### config.mk
export PLATFORM = sky130hd
export DESIGN_NAME = forward_unit
export DESIGN_NICKNAME = d
export VERILOG_FILES = /design/src/rtl/forward_unit_pkg.sv /design/src/rtl/forward_unit_fwd_mux.sv /design/src/rtl/forward_unit.sv
export SDC_FILE = /design/constraint.sdc
export NUM_CORES = 1
export LEC_CHECK = 0
export BUFFER_PORTS_ARGS = -buffer_cell sky130_fd_sc_hd__buf_2
export CORE_AREA = 8 8 306 308
export CTS_CLUSTER_SIZE = 20
export DETAILED_ROUTE_END_ITERATION = 16
export DIE_AREA = 0 0 314 316
export PLACE_DENSITY = 0.3
export SLEW_MARGIN = 30
export SYNTH_ARGS = -nofsm -noshare
export SYNTH_HDL_FRONTEND = slang
export SYNTH_HIERARCHICAL = 1
export SYNTH_SLANG_ARGS = --single-unit
### constraint.sdc
create_clock -name clk -period 7.1 [get_ports clk]
set_clock_uncertainty 0.2 [all_clocks]
set_input_delay 2.13 -clock clk [delete_from_list [all_inputs] [get_ports clk]]
set_output_delay 2.13 -clock clk [all_outputs]
set_load 0.02 [all_outputs]
### src/rtl/forward_unit_pkg.sv
// Shared widths and the forwarding-source encoding for the operand forwarding unit.
package forward_unit_pkg;

    localparam int DW = 128;
    localparam int RW = 4;

    typedef enum logic [1:0] {
        FWD_RF = 2'b00,
        FWD_S3 = 2'b01,
        FWD_S4 = 2'b10
    } fwd_src_t;

endpackage

### src/rtl/forward_unit_fwd_mux.sv
// Per-operand forwarding selector: picks the newest matching producer result,
// falling back to the register-file value.
module fwd_mux
    import forward_unit_pkg::*;
#(
    parameter int DW = forward_unit_pkg::DW,
    parameter int RW = forward_unit_pkg::RW
) (
    input  logic [RW-1:0] regIdx_i,
    input  logic          eligible_i,
    input  logic          vf1_i,
    input  logic          vf2_i,
    input  logic [RW-1:0] destR3_i,
    input  logic [DW-1:0] res3_i,
    input  logic          vf3_i,
    input  logic [RW-1:0] destR4_i,
    input  logic [DW-1:0] res4_i,
    input  logic [DW-1:0] rfData_i,
    output logic [DW-1:0] data_o,
    output fwd_src_t      src_o
);

    logic hit3;
    logic hit4;

    // A producer only matches when it writes the same register file the consumer reads.
    assign hit3 = eligible_i && (regIdx_i == destR3_i) && (vf2_i == vf1_i);
    assign hit4 = eligible_i && (regIdx_i == destR4_i) && (vf3_i == vf1_i);

    always_comb begin
        data_o = rfData_i;
        src_o  = FWD_RF;
        if (hit3) begin
            data_o = res3_i;
            src_o  = FWD_S3;
        end else if (hit4) begin
            data_o = res4_i;
            src_o  = FWD_S4;
        end
    end

endmodule

### src/rtl/forward_unit.sv
// Operand forwarding unit: combinational bypass of operands 2 and 3, with the
// chosen source code registered one cycle later for downstream bookkeeping.
module forward_unit
    import forward_unit_pkg::*;
#(
    parameter int DW = forward_unit_pkg::DW,
    parameter int RW = forward_unit_pkg::RW
) (
    input  logic          clk,
    input  logic          rst,
    input  logic [DW-1:0] R2res1,
    input  logic [DW-1:0] R3res1,
    input  logic [RW-1:0] R2_2,
    input  logic [RW-1:0] R3_2,
    input  logic [1:0]    ExtndSel1,
    input  logic          VF1,
    input  logic          VF2,
    input  logic [RW-1:0] DestR_3,
    input  logic [DW-1:0] Res,
    input  logic          VF3,
    input  logic [RW-1:0] DestR_4,
    input  logic [DW-1:0] Res1,
    output logic [DW-1:0] R2res2,
    output logic [DW-1:0] R3res2,
    output logic [1:0]    FwdSel2,
    output logic [1:0]    FwdSel3
);

    logic     eligible2;
    logic     eligible3;
    fwd_src_t fwdSel2_d;
    fwd_src_t fwdSel3_d;
    fwd_src_t fwdSel2_q;
    fwd_src_t fwdSel3_q;

    // A set ExtndSel1 bit marks that operand as an immediate/non-register value.
    assign eligible2 = ~ExtndSel1[1];
    assign eligible3 = ~ExtndSel1[0];

    fwd_mux #(.DW(DW), .RW(RW)) u_mux2 (
        .regIdx_i   (R2_2),
        .eligible_i (eligible2),
        .vf1_i      (VF1),
        .vf2_i      (VF2),
        .destR3_i   (DestR_3),
        .res3_i     (Res),
        .vf3_i      (VF3),
        .destR4_i   (DestR_4),
        .res4_i     (Res1),
        .rfData_i   (R2res1),
        .data_o     (R2res2),
        .src_o      (fwdSel2_d)
    );

    fwd_mux #(.DW(DW), .RW(RW)) u_mux3 (
        .regIdx_i   (R3_2),
        .eligible_i (eligible3),
        .vf1_i      (VF1),
        .vf2_i      (VF2),
        .destR3_i   (DestR_3),
        .res3_i     (Res),
        .vf3_i      (VF3),
        .destR4_i   (DestR_4),
        .res4_i     (Res1),
        .rfData_i   (R3res1),
        .data_o     (R3res2),
        .src_o      (fwdSel3_d)
    );

    always_ff @(posedge clk) begin
        if (rst) begin
            fwdSel2_q <= FWD_RF;
            fwdSel3_q <= FWD_RF;
        end else begin
            fwdSel2_q <= fwdSel2_d;
            fwdSel3_q <= fwdSel3_d;
        end
    end

    assign FwdSel2 = fwdSel2_q;
    assign FwdSel3 = fwdSel3_q;

endmodule

After elaboration in Yosys (flattened, before gate mapping)
Cells that the tools add are included.
{ "totals": {"reg_bits": 4, "in_bits": 535, "out_inout_bits": 260, "wordCells": 30} }
{ "op_classes": {"n_eq_ne": 6, "n_mux": 8, "n_bitwise": 2, "n_reduce_logical": 10} }
{ "op_table": {"columns": ["operator", "n"], "rows": [
  ["$mux W128", 4],
  ["$eq A4 B4 Y1", 4],
  ["$logic_and A1 B1 Y1", 8],
  ["$mux W2", 2],
  ["$reduce_or A2 Y1", 2],
  ["$eq A1 B1 Y1", 2],
  ["$mux W1", 2],
  ["$not A1 Y1", 2]
]} }

Logic depth before layout (Yosys ltp)
{ "logic_depth": {"ltp_word": 5, "mapped_depth": 7, "ltp_nobuf": 6} }

Cells and area by module
The synthesis kept the hierarchy.
{ "modules_own_cells": {"columns": ["module", "instances", "cells_each", "area_per_inst_um2"], "rows": [
  ["fwd_mux", 2, 643, 3533.4],
  ["forward_unit", 1, 10, 112.6]
]} }

Worst setup path before layout
Ideal clock, no wire load.
{ "synth_timing": {"path_type": "input to output", "startpoint": "in R2_2[2]", "endpoint": "out R2res2[106]", "arrival_ns": 3.344, "required_ns": 4.770, "setup_slack_ns": 1.426, "path_stages": 6, "cell_sequence": "xnor2_1 and4_1 buf_4 buf_2 nand4_1 a31oi_1"} }
{ "synth_between": {"elab_chain_len": 5, "word_cells_on_any_way": 8, "cone_classes": "2 x eq/ne; 2 x mux; 4 x reduce/logical"} }
{ "synth_rtl": {"columns": ["element", "line_no", "source"], "rows": [
  ["start, declared", "forward_unit.sv:13", "input logic [RW-1:0] R2_2,"],
  ["$eq A4 B4 Y1", "forward_unit_fwd_mux.sv:28", "assign hit4 = eligible_i && (regIdx_i == destR4_i) && (vf3_i == vf1_i);"],
  ["$logic_and A1 B1 Y1 (2 in series)", "forward_unit_fwd_mux.sv:28", null],
  ["$mux W128", "forward_unit_fwd_mux.sv:36", "end else if (hit4) begin"],
  ["$mux W128 (*)", "forward_unit_fwd_mux.sv:33", "if (hit3) begin"],
  ["end, declared", "forward_unit.sv:23", "output logic [DW-1:0] R2res2,"]
]} }
Mark *: on every way between the ends. The rest lies on a longest branch, timed or not.

Final worst setup path
{ "layout_timing": {"startpoint": "in VF1", "endpoint": "out R2res2[82]"} }
{ "layout_between": {"elab_chain_len": 4, "word_cells_on_any_way": 6, "cone_classes": "2 x eq/ne; 2 x mux; 2 x reduce/logical"} }
{ "layout_rtl": {"columns": ["element", "line_no", "source"], "rows": [
  ["start, declared", "forward_unit.sv:16", "input logic VF1,"],
  ["$eq A1 B1 Y1", "forward_unit_fwd_mux.sv:28", null],
  ["$logic_and A1 B1 Y1", "forward_unit_fwd_mux.sv:28", null],
  ["$mux W128", "forward_unit_fwd_mux.sv:36", null],
  ["$mux W128 (*)", "forward_unit_fwd_mux.sv:33", null]
]} }
Marks and branches as above.

==> impl_results.md <==
* CTS tree: built
* Met1 Use GR at about a fifth
* Worst Path Class, Setup: in2out
* RD Place Congestion at between 0.8 and 0.9
* CP arrival at about 4300 ps
* Starting density of the core at under 10%
* Max Cap Viol at 0
* Post-Layout Cell Count at 3124
* Setup WS post-layout at about 470 ps
* Syn_area_per_cell at approximately 5.5 um2
* # setup viols final at 0
* Net total in the final layout at around 2500
* Seq pwr share at under 10%
* Chip Width at roughly 310 um
* Top cells by count, synth: 260 x nand4_1, 258 x nor3_1, 256 x a31oi_1
* Placed wire-length estimate at between 70000 and 80000 um
* M2 GR Usage at just under 30%
* Clock Sinks at 4
* Max VDD drop at between 0.00005 and 0.00006 V
* Number of global-route vias before repair at between 15000 and 20000
* Netlist cell types at 17
* Layout cell share with drive strength beyond 1 at between 40% and 50%
* Worst-margin pin slew at between 700 and 800 ps
* Wire per inst at roughly 29 um
* Drt pass-1 iters at 5
* Overall Global Routing Usage at between 15 and 20%
* Met3 Track Usage GR at around 4.2%
* Crit path launch type: primary input
* Fraction of registers with async set/reset at 0%
* Cts hold-fix bufs at 0
* CP Max Fanout at 55
* Final Hold Vio Count at 0
* Sw Share at 63.13%
* Synth Net Count at 1831
* # placed instances at around 3100
* DRT Wirelength at about 91000 um
* Syn Inst Count at ~1300
* Vert. Die Dim at about 320 um
* Routed vias at approximately 15000
* RSZ-0062 raised after global routing: false
* Largest net degree at the start of global routing at 79
* Initial antenna violation count at 33
* Vias/cell at roughly 4.8
* Mapped cell area at ~7000 um2
* Clk root buf: clkbuf_16
* Yosys top cell area share at a little under a quarter
* Gr busiest metal: met2
* Total gr overflow at 0
* DIE AREA at about 99000 um2
* Slew headroom at between 50% and 60%
* Min-delay worst type: in2reg
* Area leader, netlist: nand4_1
* Seq cells post-synth at 4
* H-tree depth at 1
* Status: finished, final reports clean
* Minimum clock period at 6631 ps
* Area Growth Syn to Fin at 77.34%
* Iteration-0 DRC count of the detailed router at roughly 1700
* WP data required at approximately 4800 ps
* Buffers added on ports at between 700 and 800
* Dominant synthesized flop cell: dfxtp_1
* # resized after CTS at 0
* Max Transition Viols Final at 0
* Setup bufs post-CTS at 0
* PD cells at 88.83 nW/um2
* Row cnt at 110
* Final setup TNS at 0 ps
* TritonCTS buffer count at 3
* Antenna Nets Post-Route at 0
* Core area at about 89000 um2
* Fmax at 150.8 MHz
* Yosys warning count at 6
* LEAKAGE at 4.694 nW
* Post-synthesis sequential area ratio at approximately 1.1%
* P_sw at a little over 0.0007 W
* DRC Markers at 0
* Worst-path clk slew at ~30 ps
* Clock power share at 7.8%
* DP Area at 12640 um2
* Post-place setup slack at about 420 ps
* Internal at approximately 0.00042 W
* CP Capture Type: output pin
* Design area at around 13000 um2
* Final period utilization at 93.40%
* Synth top area cells: nand4_1 23%, a31oi_1 22%, nor3_1 18%, o21ai_0 17%, clkbuf_1 7.0%
* Number of flops mapped to enable cells by yosys at 0
* Combinational power share at approximately nine tenths
* Most frequent cell after synthesis: nand4_1
* CTS Buffer Depth at 2
* Io pins at between 700 and 800
* Fillers at approximately 11000
* First-pass GRT wire length at approximately 130000 um
[worst paths after layout]
kind | start | endpoint | slack (ps) | depth (start not counted)
worst max-delay path | VF1 | R2res2[82] | 470 | 7
worst min-delay path | rst | FwdSel2[1] | 1930 | 2
[state kept, by name (all words and copies together) (netlist names)]
name,cells
FwdSel3,2
FwdSel2,2
[logic make-up after synthesis]
| family | share of synthesized area [%] |
|---|---|
| buf+inv | 14.46 |
| compound gates | 40.15 |
| simple gates | 41.62 |
| xor+xnor | 2.649 |
| flops | 1.115 |
[layout make-up]
type	instances	area, um2	area share [%]
multi-input cells	1062	6123	48.09
repair buffers	867	4937	38.78
well taps	1176	1471	11.56
flip-flops and latches	4	80.08	0.6289
clock buffers	3	75.07	0.5896
inverters	4	25.02	0.1965
diodes	8	20.02	0.1572
[stage by stage]
stage	utilization [%]	hold WS [ps]	total power, W
floorplan	-	2002	0.0004848
global route	14.28	1927	0.001186
finish	14.30	1926	0.001131
detailed placement	14.19	2150	0.001038
global placement	14.19	2148	0.001048
CTS	14.28	1922	0.001130
[layer usage]
metal,part of all wire (%),up-vias
li1,-,6538
met1,39,7385
met2,48,1062
met3,9.0,133
met4,3.2,8
met5,0.062,-
[critical path, cell delays in order]
cell and delay (ps):
buf_2 150, xnor2_1 270, nand4_1 420, buf_12 340, nor3_1 580, a31oi_1 90
buf_2 190
[cells in the final DEF (no fill, tap or decap)]
cell,Yosys,routed
xnor2_4,0,2
o21ai_0,250,250
a31oi_1,256,256
buf_2,74,793
o21ai_1,6,6
nor3_1,258,258
and4_4,0,2
nand2_4,0,4
diode_2,0,8
inv_6,0,2
buf_12,0,33
inv_1,4,2
xnor2_1,18,18
clkbuf_16,0,3
nand4_1,260,260
nor2b_1,4,4
buf_4,14,41
dfxtp_1,4,4
or2_4,0,2
[power by group through the flow]
stage | clock network (W) | logic [W] | registers, W
final | 0.0000877 | 0.00102 | 0.0000230
after global routing | 0.0000907 | 0.00107 | 0.0000230
after CTS | 0.0000890 | 0.00102 | 0.0000230
after detailed placement | 0 | 0.00101 | 0.0000232
after global placement | 0 | 0.00102 | 0.0000232
after floorplan | 0 | 0.000461 | 0.0000235
Power figures use the tool's default switching activity.
